### src/rtl/mem_load_unit_pkg.sv
// rtl/mem_load_unit_pkg.sv - load opcodes and alignment helpers shared by mem_load_unit
// LOAD_LWLR_EN adds LWL/LWR to the set of recognised load opcodes.
package mem_load_unit_pkg;

  typedef logic [5:0] loadOpT;

  localparam loadOpT EXE_LB  = 6'b100000;
  localparam loadOpT EXE_LH  = 6'b100001;
  localparam loadOpT EXE_LWL = 6'b100010;
  localparam loadOpT EXE_LW  = 6'b100011;
  localparam loadOpT EXE_LBU = 6'b100100;
  localparam loadOpT EXE_LHU = 6'b100101;
  localparam loadOpT EXE_LWR = 6'b100110;

  function automatic logic isLoadOp(input loadOpT op);
    case (op)
      EXE_LB, EXE_LBU, EXE_LH, EXE_LHU, EXE_LW: isLoadOp = 1'b1;
`ifdef LOAD_LWLR_EN
      EXE_LWL, EXE_LWR:                         isLoadOp = 1'b1;
`else
`endif
      default:                                  isLoadOp = 1'b0;
    endcase
  endfunction

  // LWL/LWR are unaligned by design and never fault
  function automatic logic isMisaligned(input loadOpT op, input logic [1:0] off);
    case (op)
      EXE_LH, EXE_LHU: isMisaligned = off[0];
      EXE_LW:          isMisaligned = |off;
      default:         isMisaligned = 1'b0;
    endcase
  endfunction

endpackage

### src/rtl/mem_load_unit_extract.sv
// rtl/mem_load_unit_extract.sv - load_extract: selects and extends load data by opcode and byte offset
// LOAD_LWLR_EN enables the LWL/LWR merge with the old rt value.
module load_extract
  import mem_load_unit_pkg::*;
(
  input  loadOpT      op,
  input  logic [1:0]  off,
  input  logic [31:0] rdata,
  input  logic [31:0] rt,
  output logic [31:0] result
);

  logic [7:0]  byteSel;
  logic [15:0] halfSel;

`ifdef LOAD_LWLR_EN
  logic [31:0] lwlResult;
  logic [31:0] lwrResult;

  always_comb begin
    case (off)
      2'd0:    lwlResult = {rdata[7:0],  rt[23:0]};
      2'd1:    lwlResult = {rdata[15:0], rt[15:0]};
      2'd2:    lwlResult = {rdata[23:0], rt[7:0]};
      default: lwlResult = rdata;
    endcase
    case (off)
      2'd0:    lwrResult = rdata;
      2'd1:    lwrResult = {rt[31:24], rdata[31:8]};
      2'd2:    lwrResult = {rt[31:16], rdata[31:16]};
      default: lwrResult = {rt[31:8],  rdata[31:24]};
    endcase
  end
`else
  logic unusedRt;
  assign unusedRt = ^rt;
`endif

  always_comb begin
    byteSel = rdata[{off, 3'b000} +: 8];
    halfSel = off[1] ? rdata[31:16] : rdata[15:0];
    case (op)
      EXE_LB:  result = {{24{byteSel[7]}}, byteSel};
      EXE_LBU: result = {24'b0, byteSel};
      EXE_LH:  result = {{16{halfSel[15]}}, halfSel};
      EXE_LHU: result = {16'b0, halfSel};
`ifdef LOAD_LWLR_EN
      EXE_LWL: result = lwlResult;
      EXE_LWR: result = lwrResult;
`else
`endif
      default: result = rdata;
    endcase
  end

endmodule

### src/rtl/mem_load_unit.sv
// rtl/mem_load_unit.sv - M-stage load unit: issues word reads, stalls until data, registers W-stage result
// Optional LWL/LWR support is built when LOAD_LWLR_EN is defined.
module mem_load_unit
  import mem_load_unit_pkg::*;
#(
  parameter int TIMEOUT = 0
) (
  input  logic        clk,
  input  logic        rst,
  input  logic        load_req_m,
  input  logic [5:0]  load_op_m,
  input  logic [31:0] addr_m,
  input  logic [31:0] rt_m,
  input  logic        flush_except,
  output logic        data_req,
  output logic [31:0] data_addr,
  input  logic        data_addr_ok,
  input  logic        data_data_ok,
  input  logic [31:0] data_rdata,
  output logic        load_stall,
  output logic        load_adel,
  output logic        load_buserr,
  output logic [31:0] result_w,
  output logic        result_vld_w
);

  localparam logic [2:0] S_IDLE  = 3'd0;
  localparam logic [2:0] S_REQ   = 3'd1;
  localparam logic [2:0] S_WAIT  = 3'd2;
  localparam logic [2:0] S_DRAIN = 3'd3;
  localparam logic [2:0] S_DONE  = 3'd4;

  localparam int            TW    = (TIMEOUT > 0) ? $clog2(TIMEOUT + 1) : 1;
  localparam logic [TW-1:0] TLAST = (TIMEOUT > 0) ? TW'(TIMEOUT - 1) : '0;

  logic [2:0]    state;
  logic [2:0]    nextState;
  loadOpT        latchedOp;
  logic [1:0]    latchedOff;
  logic [31:0]   latchedRt;
  logic [29:0]   latchedAddr;
  logic [TW-1:0] timer;
  logic [31:0]   extracted;
  logic          loadHit;
  logic          adel;
  logic          issue;
  logic          timeoutHit;

  // The M-stage instruction is only looked at while idle; in DONE it is the load just completed
  assign loadHit    = (state == S_IDLE) && load_req_m && isLoadOp(load_op_m);
  assign adel       = loadHit && isMisaligned(load_op_m, addr_m[1:0]);
  assign issue      = loadHit && !adel && !flush_except;
  assign timeoutHit = (TIMEOUT != 0) && (timer == TLAST);

  assign load_adel    = adel;
  assign data_req     = issue || (state == S_REQ);
  assign data_addr    = (state == S_REQ) ? {latchedAddr, 2'b00} : {addr_m[31:2], 2'b00};
  assign load_stall   = (loadHit && !adel) || (state == S_REQ) || (state == S_WAIT) || (state == S_DRAIN);
  assign load_buserr  = (state == S_WAIT) && !flush_except && !data_data_ok && timeoutHit;
  assign result_vld_w = (state == S_DONE);

  always_comb begin
    nextState = state;
    case (state)
      S_IDLE:  if (issue) nextState = S_REQ;
      S_REQ: begin
        if (data_addr_ok) begin
          if (flush_except) nextState = data_data_ok ? S_IDLE : S_DRAIN;
          else              nextState = data_data_ok ? S_DONE : S_WAIT;
        end else if (flush_except) begin
          nextState = S_IDLE;
        end
      end
      S_WAIT: begin
        if (flush_except)      nextState = data_data_ok ? S_IDLE : S_DRAIN;
        else if (data_data_ok) nextState = S_DONE;
        else if (timeoutHit)   nextState = S_DRAIN;
      end
      S_DRAIN: if (data_data_ok) nextState = S_IDLE;
      S_DONE:  nextState = S_IDLE;
      default: nextState = S_IDLE;
    endcase
  end

  load_extract uExtract (
    .op     (latchedOp),
    .off    (latchedOff),
    .rdata  (data_rdata),
    .rt     (latchedRt),
    .result (extracted)
  );

  always_ff @(posedge clk) begin
    if (rst) begin
      state       <= S_IDLE;
      timer       <= '0;
      result_w    <= '0;
      latchedOp   <= '0;
      latchedOff  <= '0;
      latchedRt   <= '0;
      latchedAddr <= '0;
    end else begin
      state <= nextState;
      if (issue) begin
        latchedOp   <= load_op_m;
        latchedOff  <= addr_m[1:0];
        latchedRt   <= rt_m;
        latchedAddr <= addr_m[31:2];
      end
      if (state != S_WAIT)  timer <= '0;
      else if (timer != '1) timer <= timer + 1'b1;
      if (nextState == S_DONE) result_w <= extracted;
    end
  end

endmodule

### config.mk
export PLATFORM = sky130hd
export DESIGN_NAME = mem_load_unit
export DESIGN_NICKNAME = d
export VERILOG_FILES = /design/src/rtl/mem_load_unit_pkg.sv /design/src/rtl/mem_load_unit_extract.sv /design/src/rtl/mem_load_unit.sv
export SDC_FILE = /design/constraint.sdc
export NUM_CORES = 1
export LEC_CHECK = 0
export CAP_MARGIN = 20
export CORE_MARGIN = 5
export CORE_UTILIZATION = 35
export DETAILED_ROUTE_END_ITERATION = 8
export PLACE_DENSITY = 0.7
export SYNTH_ARGS = -nofsm -noshare
export SYNTH_HDL_FRONTEND = slang
export SYNTH_SLANG_ARGS = --single-unit
### constraint.sdc
create_clock -name clk -period 4.13 [get_ports clk]
set_clock_uncertainty 0.05 [all_clocks]
set_input_delay 0.413 -clock clk [delete_from_list [all_inputs] [get_ports clk]]
set_output_delay 0.413 -clock clk [all_outputs]
set_load 0.02 [all_outputs]
Yosys cells after proc, flatten, opt, wreduce, memory -nomap -nowiden

Cells that the tools add are included.

Register bits: 73
Bits of input ports: 108
Output and inout port bits: 69
Word-level logic and storage cells: 50

Equality and inequality tests: 14
Shift-type cells: 1
Multiplexer cells: 15
Reductions and logical operators: 15

Operators by type and width:

| kind                                                            | count |
|---|---|
| 32-bit one-hot mux with 4 select lines                          | 1 |
| 6-bit == test, second input constant                            | 9 |
| 32-bit two-way mux                                              | 1 |
| 32-bit by 6-bit indexed part select with 8-bit output           | 1 |
| 3-bit two-way mux                                               | 8 |
| 16-bit two-way mux                                              | 1 |
| 3-bit one-hot mux with 4 select lines                           | 1 |
| 3-bit by 2-bit == test with 1-bit output, second input constant | 2 |
| 3-bit == test, second input constant                            | 2 |
| 1-bit logical AND                                               | 5 |
| 5-bit OR reduction                                              | 1 |
| 1-bit logical OR                                                | 4 |
| 2-bit OR reduction                                              | 2 |
| 3-bit by 1-bit == test with 1-bit output, second input constant | 1 |
| 3-bit logical NOT                                               | 1 |
| 1-bit logical NOT                                               | 2 |
| 2-bit two-way mux                                               | 1 |
| 1-bit one-hot mux with 2 select lines                           | 1 |
| 1-bit two-way mux                                               | 1 |

Depth between registers and ports, before layout

Depth in word-level cells: 11
Mapped depth: 7
Gate-level depth less buffers: 4

Modules after synthesis

From an unflattened synthesis, not the netlist that was laid out.

Cells, all modules: 606
Area total of the unflattened synthesis: 4823.4 um^2

By module, submodules not included:

| module        | instances | cells an instance | area an instance (um^2) | sequential area each (um^2) |
|---|---|---|---|---|
| mem_load_unit | 1         | 509               | 4171.5                  | 2102.0 |
| load_extract  | 1         | 97                | 651.9                   | 0.0 |

Worst setup path after synthesis

Ideal clock, no wire load.

Kind: input port to output port
Start: input addr_m[1]
End: output data_req
Arrival: 1.725 ns
Data required time: 3.667 ns
Slack: 1.942 ns
Stages on the path: 5
Path buffers: 1
Cells stage by stage: a21o_1 > a31oi_1 > clkbuf_1 > nand2_1 > o21ai_0

Longest elaborated chain between the ends: 7

Ends and longest elaborated chain:

| element                               | RTL line                | source |
|---|---|---|
| start: declaration                    | mem_load_unit.sv:12     | `input logic [31:0] addr_m,` |
| 2-bit OR reduction                    | mem_load_unit_pkg.sv:30 | `EXE_LW: isMisaligned = \|off;` |
| 1-bit one-hot mux with 2 select lines | mem_load_unit_pkg.sv:28 | `case (op)` |
| 1-bit logical AND                     | mem_load_unit.sv:51     | `assign adel = loadHit && isMisaligned(load_op_m, addr_m[1:0]);` |
| 1-bit logical NOT                     | mem_load_unit.sv:52     | `assign issue = loadHit && !adel && !flush_except;` |
| 1-bit logical AND (2 in series)       | mem_load_unit.sv:52     |  |
| 1-bit logical OR                      | mem_load_unit.sv:56     | `assign data_req = issue \|\| (state == S_REQ);` |
| end: declaration                      | mem_load_unit.sv:15     | `output logic data_req,` |

No other way between the ends.

Worst setup path after layout

Start: input load_op_m[3]
End: output data_req

Longest elaborated chain between the ends: 9
Elaborated cells on any way between the ends: 15
Classes of those cells: eq/ne: 5; mux: 2; reduce/logical: 8

Ends and longest elaborated chain:

| element                                 | RTL line                                         | source |
|---|---|---|
| start: declaration                      | mem_load_unit.sv:11                              | `input logic [5:0] load_op_m,` |
| 6-bit == test, on equally long branches | mem_load_unit_pkg.sv:16, mem_load_unit_pkg.sv:28 |  |
| 5-bit OR reduction                      | mem_load_unit_pkg.sv:16                          | `case (op)` |
| 1-bit two-way mux                       | mem_load_unit_pkg.sv:16                          |  |
| 1-bit logical AND                       | mem_load_unit.sv:50                              | `assign loadHit = (state == S_IDLE) && load_req_m && isLoadOp(load_op_m);` |
| 1-bit logical AND                       | mem_load_unit.sv:51                              |  |
| 1-bit logical NOT                       | mem_load_unit.sv:52                              |  |
| 1-bit logical AND (*) (2 in series)     | mem_load_unit.sv:52                              |  |
| 1-bit logical OR (*)                    | mem_load_unit.sv:56                              |  |

Mark *: on every way between the ends. The rest lies on a longest branch, timed or not.

==> impl_metrics.ini <==
[sta]
hold_viol_final = 0
drv_slew = 0
setup_violations = 0
worst_pin_slew_ns = 0.9839
max_slew_margin_pct = 34.27
layout_min_cycle_time_ns = 2.895
max_freq_mhz = 345.4
period_share_pct = 70.10
rsz0062_at_grt = false
finalSetupTns_ns = 0

[floorplanning]
die_area_um2 = 12940
io_pins = 177
fp.dieW_um = 113.8
core_area_um2 = 10420
row_count = 37
die_h_um = 113.8
start_util_pct = 36.17

[route]
vias = 3992
routedWlPerCell_um = 17.09
first_pass_iters = 6
wirelength_um = 12380
ant_nets = 0
drc_errors = 0
viasPerCell = 5.514
drt-initial-drc-count = 167

[layout]
syn_to_final_growth_pct = 44.57
multi_input_area_um2 = 2098
nets = 691
seq_area_um2 = 1461
n_fill_cell = 1008
n_antenna_cell = 0
drive_gt1_share_pct = 12.07
fin_cells = 724

[clock_tree]
htreeDepth = 3
clk_path_buf_depth = 2
cts-root-buf = clkbuf_8
numCtsBuffers = 9
ctsHoldBuffers = 0
cts_setup_buffers = 0
clkSinkCount = 73
clkSlewWorstSetupHoldPaths_ns = 0.09
insertion_delay_ns = 0.34
cts_resized = 0
cts_tree = done

[worst_setup_path]
arrival_ns = 2.43
path_buf_inv = 2
r2r-start = state[0]$_SDFF_PP0_
cp_slowest_stage_delay_ns = 0.65
cp-start-kind = primary input
critPathSlowestCell = clkdlybuf4s50_1
cp_top_family = buffers and inverters
path_common_cell = clkdlybuf4s50_1
cp_cell_sequence = clkdlybuf4s50_1, nor4_1, o211a_1, nand2_1, o21ai_0, clkdlybuf4s50_1
critPathKind = in -> out
end_kind = output pin
worstPathMaxFanout = 9
rr_endpoint = result_w[11]$_SDFFE_PP0N_
rr_worst_depth = 5
reg2reg_setup_slack_ns = 1.58
critPathRequiredTime_ns = 3.67

[logic_synthesis]
synth_area_leader_cell = dfxtp_1
synth.top_cell.area_share_pct = 38.79
synth_cell_types = 41
syn_area_um2 = 3767
ys_warn_count = 0
syn_area_per_cell_um2 = 8.084
synthTopCellsByCount = dfxtp_1, nor2_1, nand2_1
synth-seq-area-share_pct = 38.79
ys_ff_latch = 73
async_reset_ff_share_pct = 0
synthFlopType = dfxtp_1
synth-edff-count = 0
synth_most_common_cell = dfxtp_1
synth.area.top_cells = dfxtp_1, mux2_2, a21oi_1
synth_cells = 466

[grt]
use_met1_pct = 23.78
overflow = 0
gr-usage-met2_pct = 30.98
grt_usage_pct = 18.99
grt_pass1_vias = 4065
antenna_found_initial = 0
grt_start_max_net_pins = 46
grt_pass1_wl_um = 20110
busiest_layer = met2
grtUsageMet3_pct = 6.737

[hold_path]
hold_path.class = reg -> reg
min_from = latchedAddr[2]$_SDFFE_PP0P_
hold_end = latchedAddr[2]$_SDFFE_PP0P_
hold_depth = 2

[pwr]
vdd_drop_max_v = 0.0001779
powerDensity_nw_per_um2 = 283.4
cellLeakagePower_nw = 1.834

[placed_design]
dp.final_hpwl_um = 8562
place_inst = 707
gp_congestion = 0.7963
numPortBuffers = 141

[status]
status = complete, no violations

[job]
max-cap-violations = 0
-- registers in the layout, summed over array words and instances, names as in the netlist --
signal and cells:
latchedOp 6, result_w 32, state 3, latchedAddr 30, latchedOff 2
-- routing by layer --
| metal | vias to the layer above | wire (µm) |
|---|---|---|
| met5 | - | 0 |
| met4 | 0 | 119 |
| met2 | 181 | 5632 |
| met3 | 14 | 1288 |
| met1 | 1892 | 5336 |
| li1 | 1905 | - |
-- cells by family after synthesis --
family	after synthesis	share of synthesized area (%)
other cells	1	0.09954
simple gates	151	18.63
compound gates	150	25.77
flops	73	38.79
buf+inv	57	6.343
mux	34	10.36
-- tightest hold or removal path: stages, from the launching register on --
cell and delay, ns:
dfxtp_1 0.31, o21ai_0 0.06, a21oi_1 0.06
-- layout by cell type, fill, tap and decap left out, drive strengths merged, types with 3 or more instances in the layout --
master,netlist,final
clkinvlp,0,3
nand2,41,41
buf,13,10
mux2i,3,3
a41oi,5,5
o21ai,39,39
nor3b,8,8
mux2,30,30
conb,1,3
dfxtp,73,73
nand3,37,37
o22ai,9,9
nand2b,3,3
o21bai,7,7
nor2b,3,3
inv,11,12
a22oi,8,8
nor2,43,43
a211oi,24,24
a31o,7,7
nor3,6,6
clkdlybuf4s50,0,140
a21oi,40,40
clkbuf,33,10
-- worst max path at each step --
stage / from / to / depth (start not counted)
after global placement: data_addr_ok / result_w[10]$_SDFFE_PP0N_ / 6
after detailed placement: data_addr_ok / result_w[9]$_SDFFE_PP0N_ / 6
final: load_op_m[3] / data_req / 6
after floorplan: addr_m[1] / data_req / 5
after CTS: load_op_m[3] / data_req / 6
after global routing: load_op_m[3] / data_req / 6
-- power breakdown --
group	total, W	switching, W	internal, W
combinational	0.000246	0.000120	0.000126
clock	0.000589	0.000292	0.000297
sequential	0.000709	0.00000235	0.000706
-- stage by stage --
stage	hold WS (ns)	total power [W]	setup slack [ns]	instance area, µm²	utilization, %
2_1_floorplan	0.3921	0.0008306	1.942	3775	-
3_3_place_gp	0.4073	0.0009679	1.135	5238	50.28
3_5_place_dp	0.4163	0.0009701	1.078	5238	50.28
4_1_cts	0.4284	0.001554	1.226	5441	52.24
5_1_grt	0.4456	0.001600	1.091	5446	52.29
6_report	0.4276	0.001544	1.235	5446	52.29
-- area by class of cell --
type	instances	area share, %
clock buffers	10	2.527
well taps	136	3.124
repair buffers	150	27.02
clock inverters	6	1.218
inverters	11	0.7581
multi-input cells	338	38.53
flip-flops and latches	73	26.83
No activity file was read; power rests on OpenSTA's default activity.
